==> config.mk <==
export PLATFORM = sky130hd
export DESIGN_NAME = gtech_jk_excite_ctrl
export DESIGN_NICKNAME = d
export VERILOG_FILES = /design/src/rtl/gtech_jk_excite_ctrl.sv
export SDC_FILE = /design/constraint.sdc
export NUM_CORES = 1
export LEC_CHECK = 0
export CAP_MARGIN = 25
export CELL_PAD_IN_SITES_DETAIL_PLACEMENT = 1
export CELL_PAD_IN_SITES_GLOBAL_PLACEMENT = 2
export CORE_MARGIN = 2
export CORE_UTILIZATION = 32
export CTS_BUF_LIST = sky130_fd_sc_hd__clkbuf_2 sky130_fd_sc_hd__clkbuf_4 sky130_fd_sc_hd__clkbuf_8
export DETAILED_ROUTE_END_ITERATION = 8
export PLACE_DENSITY_LB_ADDON = 0.3
export SLEW_MARGIN = 15
export SYNTH_ARGS = -nofsm -noshare
export SYNTH_HDL_FRONTEND = slang
export SYNTH_SLANG_ARGS = --single-unit
==> constraint.sdc <==
create_clock -name CP -period 2.19 [get_ports CP]
set_input_delay 0.657 -clock CP [delete_from_list [all_inputs] [get_ports CP]]
set_output_delay 0.657 -clock CP [all_outputs]
set_load 0.05 [all_outputs]
==> src/rtl/gtech_jk_excite_ctrl.sv <==
// Excitation controller for a bank of JK flops. It derives J/K from a target word and the
// current Q, drives them for one cycle, checks the readback and retries on mismatch.
module gtech_jk_excite_ctrl #(
  parameter int unsigned WIDTH      = 8,
  parameter int unsigned MAX_RETRY  = 3,
  parameter bit          USE_TOGGLE = 1'b0
) (
  input  logic                               CP,
  input  logic                               CD,
  input  logic                               REQ,
  input  logic [WIDTH-1:0]                   TGT,
  input  logic [WIDTH-1:0]                   MASK,
  input  logic [WIDTH-1:0]                   QF,
  output logic [WIDTH-1:0]                   J,
  output logic [WIDTH-1:0]                   K,
  output logic                               BUSY,
  output logic                               ACK,
  output logic                               FAIL,
  output logic [$clog2(MAX_RETRY+2)-1:0]     TRIES
);

  localparam int unsigned TW = $clog2(MAX_RETRY + 2);
  localparam logic [TW-1:0] MaxTries = TW'(MAX_RETRY + 1);

  typedef enum logic [1:0] {StIdle, StDrive, StCheck, StDone} state_e;

  state_e          state_q, state_d;
  logic [WIDTH-1:0] tgt_q, tgt_d, mask_q, mask_d;
  logic [WIDTH-1:0] j_q, j_d, k_q, k_d;
  logic [TW-1:0]    tries_q, tries_d;
  logic             fail_q, fail_d;

  logic [WIDTH-1:0] ex_tgt, ex_mask, diff, j_new, k_new;
  logic             match;

  // In IDLE the excitation comes straight from the request; on retry from the captured copy.
  always_comb begin
    ex_tgt  = (state_q == StIdle) ? TGT  : tgt_q;
    ex_mask = (state_q == StIdle) ? MASK : mask_q;
    diff    = ex_mask & (QF ^ ex_tgt);
    j_new   = USE_TOGGLE ? diff : (diff & ex_tgt);
    k_new   = USE_TOGGLE ? diff : (diff & ~ex_tgt);
    match   = ((QF ^ tgt_q) & mask_q) == '0;
  end

  always_comb begin
    state_d = state_q;
    tgt_d   = tgt_q;
    mask_d  = mask_q;
    j_d     = '0;
    k_d     = '0;
    tries_d = tries_q;
    fail_d  = fail_q;
    unique case (state_q)
      StIdle: begin
        if (REQ) begin
          tgt_d   = TGT;
          mask_d  = MASK;
          tries_d = TW'(1);
          fail_d  = 1'b0;
          j_d     = j_new;
          k_d     = k_new;
          state_d = StDrive;
        end
      end
      StDrive: state_d = StCheck;
      StCheck: begin
        if (match) begin
          fail_d  = 1'b0;
          state_d = StDone;
        end else if (tries_q < MaxTries) begin
          tries_d = tries_q + TW'(1);
          j_d     = j_new;
          k_d     = k_new;
          state_d = StDrive;
        end else begin
          fail_d  = 1'b1;
          state_d = StDone;
        end
      end
      StDone: state_d = StIdle;
      default: state_d = StIdle;
    endcase
  end

  always_ff @(posedge CP or negedge CD) begin
    if (!CD) begin
      state_q <= StIdle;
      tgt_q   <= '0;
      mask_q  <= '0;
      j_q     <= '0;
      k_q     <= '0;
      tries_q <= '0;
      fail_q  <= 1'b0;
    end else begin
      state_q <= state_d;
      tgt_q   <= tgt_d;
      mask_q  <= mask_d;
      j_q     <= j_d;
      k_q     <= k_d;
      tries_q <= tries_d;
      fail_q  <= fail_d;
    end
  end

  assign J     = j_q;
  assign K     = k_q;
  assign BUSY  = (state_q == StDrive) || (state_q == StCheck);
  assign ACK   = (state_q == StDone);
  assign FAIL  = fail_q;
  assign TRIES = tries_q;

endmodule
==> results of run 1 <==
registers in the layout, indices dropped and copies added (netlist names):
name / flops
J: 8
K: 8
mask_q: 8
tgt_q: 8
TRIES: 3
state_q: 2
FAIL: 1
worst max-delay path, stage by stage:
cell	delay [ns]
clkdlybuf4s50_1	0.47
xor2_1	0.18
a22oi_2	0.30
a41oi_4	0.17
a22oi_4	0.20
buf_6	0.19
buf_4	0.12
nor2_1	0.03
placed cells by master (no fill, tap or decap), types with 4 or more instances in the layout:
| master | netlist | final |
|---|---|---|
| mux2_2 | 16 | 16 |
| buf_4 | 0 | 20 |
| buf_12 | 0 | 4 |
| ha_1 | 5 | 5 |
| dfrtp_1 | 38 | 38 |
| nand2_1 | 6 | 6 |
| clkbuf_8 | 0 | 5 |
| nor2_1 | 21 | 21 |
| mux2i_1 | 16 | 16 |
| xor2_1 | 8 | 8 |
| clkdlybuf4s50_1 | 0 | 41 |
| nor4b_2 | 0 | 4 |
| nor4b_4 | 2 | 4 |
| nand3_1 | 8 | 8 |
cell type report:
cell class              count  share of cell area
flip-flops and latches     38               0.344
well taps                  75              0.0340
inverters                   2             0.00272
repair buffers             67               0.238
clock buffers               7              0.0304
multi-input cells         112               0.351
report_power, final:
group	internal, W	switching [W]
clock network	0.000244	0.000225
logic	0.00106	0.00129
registers	0.000937	0.000207
total	0.00224	0.00173
per-stage QoR:
stage | TNS [ns] | utilization | setup WS, ns | area [µm²]
6_report | 0 | 0.475 | 0.0433 | 2760
4_1_cts | -0.0143 | 0.464 | -0.00716 | 2700
5_1_grt | -0.0515 | 0.475 | -0.0211 | 2760
3_3_place_gp | -3.80 | 0.447 | -0.221 | 2600
2_1_floorplan | 0 | - | 0.330 | 1890
3_5_place_dp | -4.94 | 0.447 | -0.360 | 2600
metal layers:
layer	part of all wire	wire length, µm	vias to the layer above	GRT usage
li1	-	-	704	-
met3	0.039	193	3	0.0344
met5	0	0	-	0
met1	0.43	2150	734	0.193
met4	0.0046	23	0	0.0424
met2	0.53	2640	30	0.275
kinds of logic (layout without fill, tap and decap cells):
kind of cell,Yosys count,after routing,synth area share
adders and majority gates,5,5,0.0331
buffers and inverters,7,76,0.0198
AOI/OAI and AO/OA,18,18,0.0800
xor gates and xnor gates,8,8,0.0370
and+or+nand+nor,49,49,0.147
muxes,32,32,0.180
DFF,38,38,0.503
path summary, 6_finish.rpt:
kind                                  from  cells after the start   endpoint  slack [ns]
worst max-delay path                 QF[3]                      8       K[6]        0.04
worst min-delay path                    CD                      1       J[5]        0.33
worst max register to register  state_q[0]                      6   TRIES[2]        0.21
worst min register to register   mask_q[5]                      1  mask_q[5]        0.54
max in group asynchronous               CD                      2  mask_q[5]        1.38
min in group CP                  mask_q[5]                      1  mask_q[5]        0.54
repair_timing:
item                       4_1_cts  5_1_grt
setup endpoints to repair        4       12
resized for setup                2        9
hold buffers                     0        0
buffers inserted                 0        1
pin swaps                        0        2
==> results.sh, run 1 <==
export IMPL_multi_input_area_um2=968
export IMPL_fin_skew_ns=0.00321
export IMPL_start_util=0.325
export IMPL_gp_congestion=0.833
export IMPL_fmax_mhz=466
export IMPL_die_x_um=80.9
export IMPL_clkTransAtPathRegs_ns=0.07
export IMPL_syn_avg_cell_area_um2=12.0
export IMPL_boundaryPins=49
export IMPL_grt_usage=0.157
export IMPL_area_growth_pct=46.0
export IMPL_rows=28
export IMPL_core_um2=5820
export IMPL_status="complete, no violations"
export IMPL_numCtsBuffers=5
export IMPL_p_leak_nw=1.19
export IMPL_fin_nets=258
export IMPL_synth_most_common_cell="dfrtp_1"
export IMPL_synth_cell_types=26
export IMPL_slew_viol_final=0
export IMPL_ir_worst_vdd_v=0.00109
export IMPL_grt_max_degree=21
export IMPL_finalHoldViolCount=0
export IMPL_startpoint_type="input port"
export IMPL_clock_sinks=38
export IMPL_synth_seq_cells=38
export IMPL_cp_max_fo=7
export IMPL_dp_hpwl_mm=3.73
export IMPL_ff_latch_area_um2=951
export IMPL_synth_net_count=189
export IMPL_power_density_nw_per_um2=1440
export IMPL_drv_cap=0
export IMPL_cp_arrival_ns=2.32
export IMPL_synth_top_area_frac=0.503
export IMPL_clock_latency_ns=0.28
export IMPL_hold_path_class="input port to asynchronous set/reset pin"
export IMPL_synth_top_cells_by_count="dfrtp_1, nor2_1, mux2_2, mux2i_1"
export IMPL_report_final_setup_viol=0
export IMPL_wl_per_cell_um=16.6
export IMPL_total_power_w=0.00396
export IMPL_io_buffers=48
export IMPL_synth_flop_cell="dfrtp_1"
export IMPL_seq_area_frac_synth=0.503
export IMPL_vias=1471
export IMPL_fillers=654
export IMPL_grt_pass1_vias=1624
export IMPL_clk_path_buf_depth=2
export IMPL_async_flop_share=1.00
export IMPL_holdWs_ns=0.333
export IMPL_grt_antenna_before_repair=0
export IMPL_htree_levels=2
export IMPL_grt_pass1_wl_mm=7.79
export IMPL_yosysTopAreaCell="dfrtp_1"
export IMPL_synth_area_leaders="dfrtp_1, mux2_2, mux2i_1, nor2_1, xor2_1"
export IMPL_crit_required_ns=2.37
export IMPL_drc=0
export IMPL_die_h_um=80.9
export IMPL_viasPerCell=4.89
export IMPL_grt_overflow_total=0
export IMPL_cts_tree="yes"
export IMPL_dr_first_iter_drc_count=28
export IMPL_fin_crit_ns=2.15
export IMPL_tightest_slew_ns=0.767
export IMPL_antenna_left=0
export IMPL_drive_gt1_frac=0.270
export IMPL_syn_inst=157
export IMPL_synth_edff_count=0
export IMPL_dp_cells=293
export IMPL_ys_warn_count=0
export IMPL_die_area_um2=6540
export IMPL_end_kind="flop"
export IMPL_slew_headroom=0.487
export IMPL_drt_wl_total_mm=5.00
export IMPL_cts_root_buf="clkbuf_8"
export IMPL_crit_type="input port to flop"
export IMPL_fin_cells=301
export IMPL_fin_crit_sh=0.980
export IMPL_dr_pass1_iters=4
export IMPL_n_antenna_cell=0
export IMPL_syn_area_um2=1890
Note: power is estimated with default switching activity, not from simulation.
==> run 2: changes to the inputs <==
--- a/config.mk
+++ b/config.mk
@@ -13,6 +13,7 @@
 export CTS_BUF_LIST = sky130_fd_sc_hd__clkbuf_2 sky130_fd_sc_hd__clkbuf_4 sky130_fd_sc_hd__clkbuf_8
 export DETAILED_ROUTE_END_ITERATION = 8
 export PLACE_DENSITY_LB_ADDON = 0.3
+export REMOVE_ABC_BUFFERS = 1
 export SLEW_MARGIN = 15
 export SYNTH_ARGS = -nofsm -noshare
 export SYNTH_HDL_FRONTEND = slang
==> run 2 against run 1 <==
  * Sequential power hardly changed
  * Clock power is 7.5% higher
  * Global-route usage is 1.3 points higher
  * Sequential share of layout area is 0.26 points lower
  * Clock skew is 0.0052 ns higher
  * Critical path depth is 1 lower
  * Highest routed layer unchanged
==> results.sh, run 2 (synthesis gave the netlist of run 1 again) <==
export IMPL_status="complete, no violations"
export IMPL_post_cts_setup_buffer_count=0
export IMPL_dr_first_iter_drc_count=19
export IMPL_dpl_cell_area_um2=2590
export IMPL_grt_max_degree=21
export IMPL_vias=1513
export IMPL_cts_root_buf="clkbuf_8"
export IMPL_fillers=646
export IMPL_area_growth_pct=47.1
export IMPL_wl_per_cell_um=16.7
export IMPL_cp_arrival_ns=2.29
export IMPL_grt_overflow_total=0
export IMPL_crit_path_start="QF[0]"
export IMPL_cts_tree="yes"
export IMPL_dr_pass1_iters=4
export IMPL_core_um2=5820
export IMPL_r2r_start="state_q[0]"
export IMPL_grt_usage=0.170
export IMPL_crit_required_ns=2.37
export IMPL_p_leak_nw=1.24
export IMPL_final_common_cell="dfrtp_1"
export IMPL_netSwitchingPower_w=0.00174
export IMPL_grt_antenna_before_repair=0
export IMPL_drc=0
export IMPL_die_h_um=80.9
export IMPL_report_final_setup_viol=0
export IMPL_p_int_w=0.00223
export IMPL_power_frac_seq=0.289
export IMPL_clkTransAtPathRegs_ns=0.08
export IMPL_drt_wl_total_mm=5.07
export IMPL_slowest_stage="clkdlybuf4s50_1"
export IMPL_antenna_left=0
export IMPL_power_density_nw_per_um2=1430
export IMPL_ir_worst_vdd_v=0.000461
export IMPL_start_util=0.325
export IMPL_htree_levels=2
export IMPL_gp_congestion=0.770
export IMPL_tightest_slew_ns=0.777
export IMPL_fin_skew_ns=0.00841
export IMPL_slew_headroom=0.480
export IMPL_cp_max_fo=4
export IMPL_startpoint_type="input port"
export IMPL_layout_common_cells="dfrtp_1, clkdlybuf4s50_1, buf_4"
export IMPL_regToRegSetupSlack_ns=0.25
export IMPL_rows=28
export IMPL_drive_gt1_frac=0.285
export IMPL_fin_nets=259
export IMPL_drv_cap=0
export IMPL_clockPowerShare=0.127
export IMPL_holdWs_ns=0.344
export IMPL_fmax_mhz=475
export IMPL_n_antenna_cell=0
export IMPL_clock_latency_ns=0.28
export IMPL_final_area_um2=2780
export IMPL_io_buffers=48
export IMPL_viasPerCell=4.99
export IMPL_switching_share=0.438
export IMPL_boundaryPins=49
export IMPL_fin_crit_sh=0.960
export IMPL_crit_chain="clkdlybuf4s50_1 > xor2_1 > a22oi_2 > a41oi_4 > a22oi_4 > buf_6 > nor4b_4"
export IMPL_reg2reg_to="TRIES[2]"
export IMPL_clk_path_buf_depth=2
export IMPL_crit_type="input port to flop"
export IMPL_clock_sinks=38
export IMPL_fin_crit_ns=2.10
export IMPL_slew_viol_final=0
export IMPL_power_frac_comb=0.585
export IMPL_slowest_delay_ns=0.50
export IMPL_grt_pass1_wl_mm=8.31
export IMPL_die_x_um=80.9
export IMPL_hold_path_class="input port to asynchronous set/reset pin"
export IMPL_numCtsBuffers=5
export IMPL_dp_hpwl_mm=3.80
export IMPL_utilization=0.478
export IMPL_grt_pass1_vias=1715
export IMPL_finalHoldViolCount=0
export IMPL_die_area_um2=6540
export IMPL_worst_r2r_path_depth=6
export IMPL_cp_endpoint="J[4]"
export IMPL_end_kind="flop"
## run 2: stage by stage
| step | std cells | setup WS, ns | total power, W | setup TNS, ns |
|---|---|---|---|---|
| 3_3_place_gp | 295 | -0.267 | 0.00326 | -4.48 |
| 4_1_cts | 303 | 0.00313 | 0.00393 | 0 |
| 2_1_floorplan | 152 | 0.0116 | 0.00254 | 0 |
| 3_5_place_dp | 295 | -0.349 | 0.00337 | -5.28 |
| 6_report | 303 | 0.0869 | 0.00398 | 0 |
| 5_1_grt | 303 | -0.0177 | 0.00425 | -0.0177 |
## run 2: worst min-delay path by stage
| stage | start | slack, ns | to |
|---|---|---|---|
| 2_1_floorplan | CD | 0.36 | FAIL |
| 3_3_place_gp | mask_q[6] | 0.51 | mask_q[6] |
| 3_5_place_dp | mask_q[5] | 0.52 | mask_q[5] |
| 4_1_cts | CD | 0.35 | K[1] |
| 5_1_grt | CD | 0.36 | K[1] |
| 6_report | CD | 0.34 | K[1] |
## run 2: what timing repair did
action,CTS,global route
hold buffers,0,0
pin swaps,0,9
endpoints found under the setup margin,5,20
resized for setup,4,15
## run 2: final cells by class
cell class,instances,area (µm²),area share
clock buffers,7,90.1,0.0324
clock inverters,1,5.00,0.00180
inverters,2,7.51,0.00270
multi-input cells,112,981,0.353
flip-flops and latches,38,951,0.342
well taps,75,93.8,0.0337
repair buffers,68,654,0.235
## run 2: power by group through the flow
stage	logic (W)	clock network, W	registers, W
4_1_cts	0.00226	0.000524	0.00114
2_1_floorplan	0.00124	0	0.00130
5_1_grt	0.00251	0.000556	0.00118
3_5_place_dp	0.00222	0	0.00115
6_report	0.00233	0.000504	0.00115
3_3_place_gp	0.00214	0	0.00112
## run 2: worst max-delay path, delay by kind of cell
family                    cells  cell delay, ns
buffers and inverters         2            0.65
AOI/OAI and AO/OA             3            0.47
xor gates and xnor gates      1            0.20
and+or+nand+nor               1            0.30
## run 2: routing by layer
layer,part of all wire,global-route usage,vias to the layer above,wire (µm)
met5,0,0,-,0
met4,0.013,0.0458,0,67
met3,0.041,0.0389,4,208
met2,0.55,0.321,33,2770
met1,0.40,0.190,774,2020
li1,-,-,702,-
==> run 3: changes to the inputs <==
--- a/config.mk
+++ b/config.mk
@@ -14,7 +14,7 @@
 export DETAILED_ROUTE_END_ITERATION = 8
 export PLACE_DENSITY_LB_ADDON = 0.3
 export REMOVE_ABC_BUFFERS = 1
-export SLEW_MARGIN = 15
+export SLEW_MARGIN = 20
 export SYNTH_ARGS = -nofsm -noshare
 export SYNTH_HDL_FRONTEND = slang
 export SYNTH_SLANG_ARGS = --single-unit
==> results of run 3 <==
The final DEF is identical to that of run 2; final timing and power are the same.
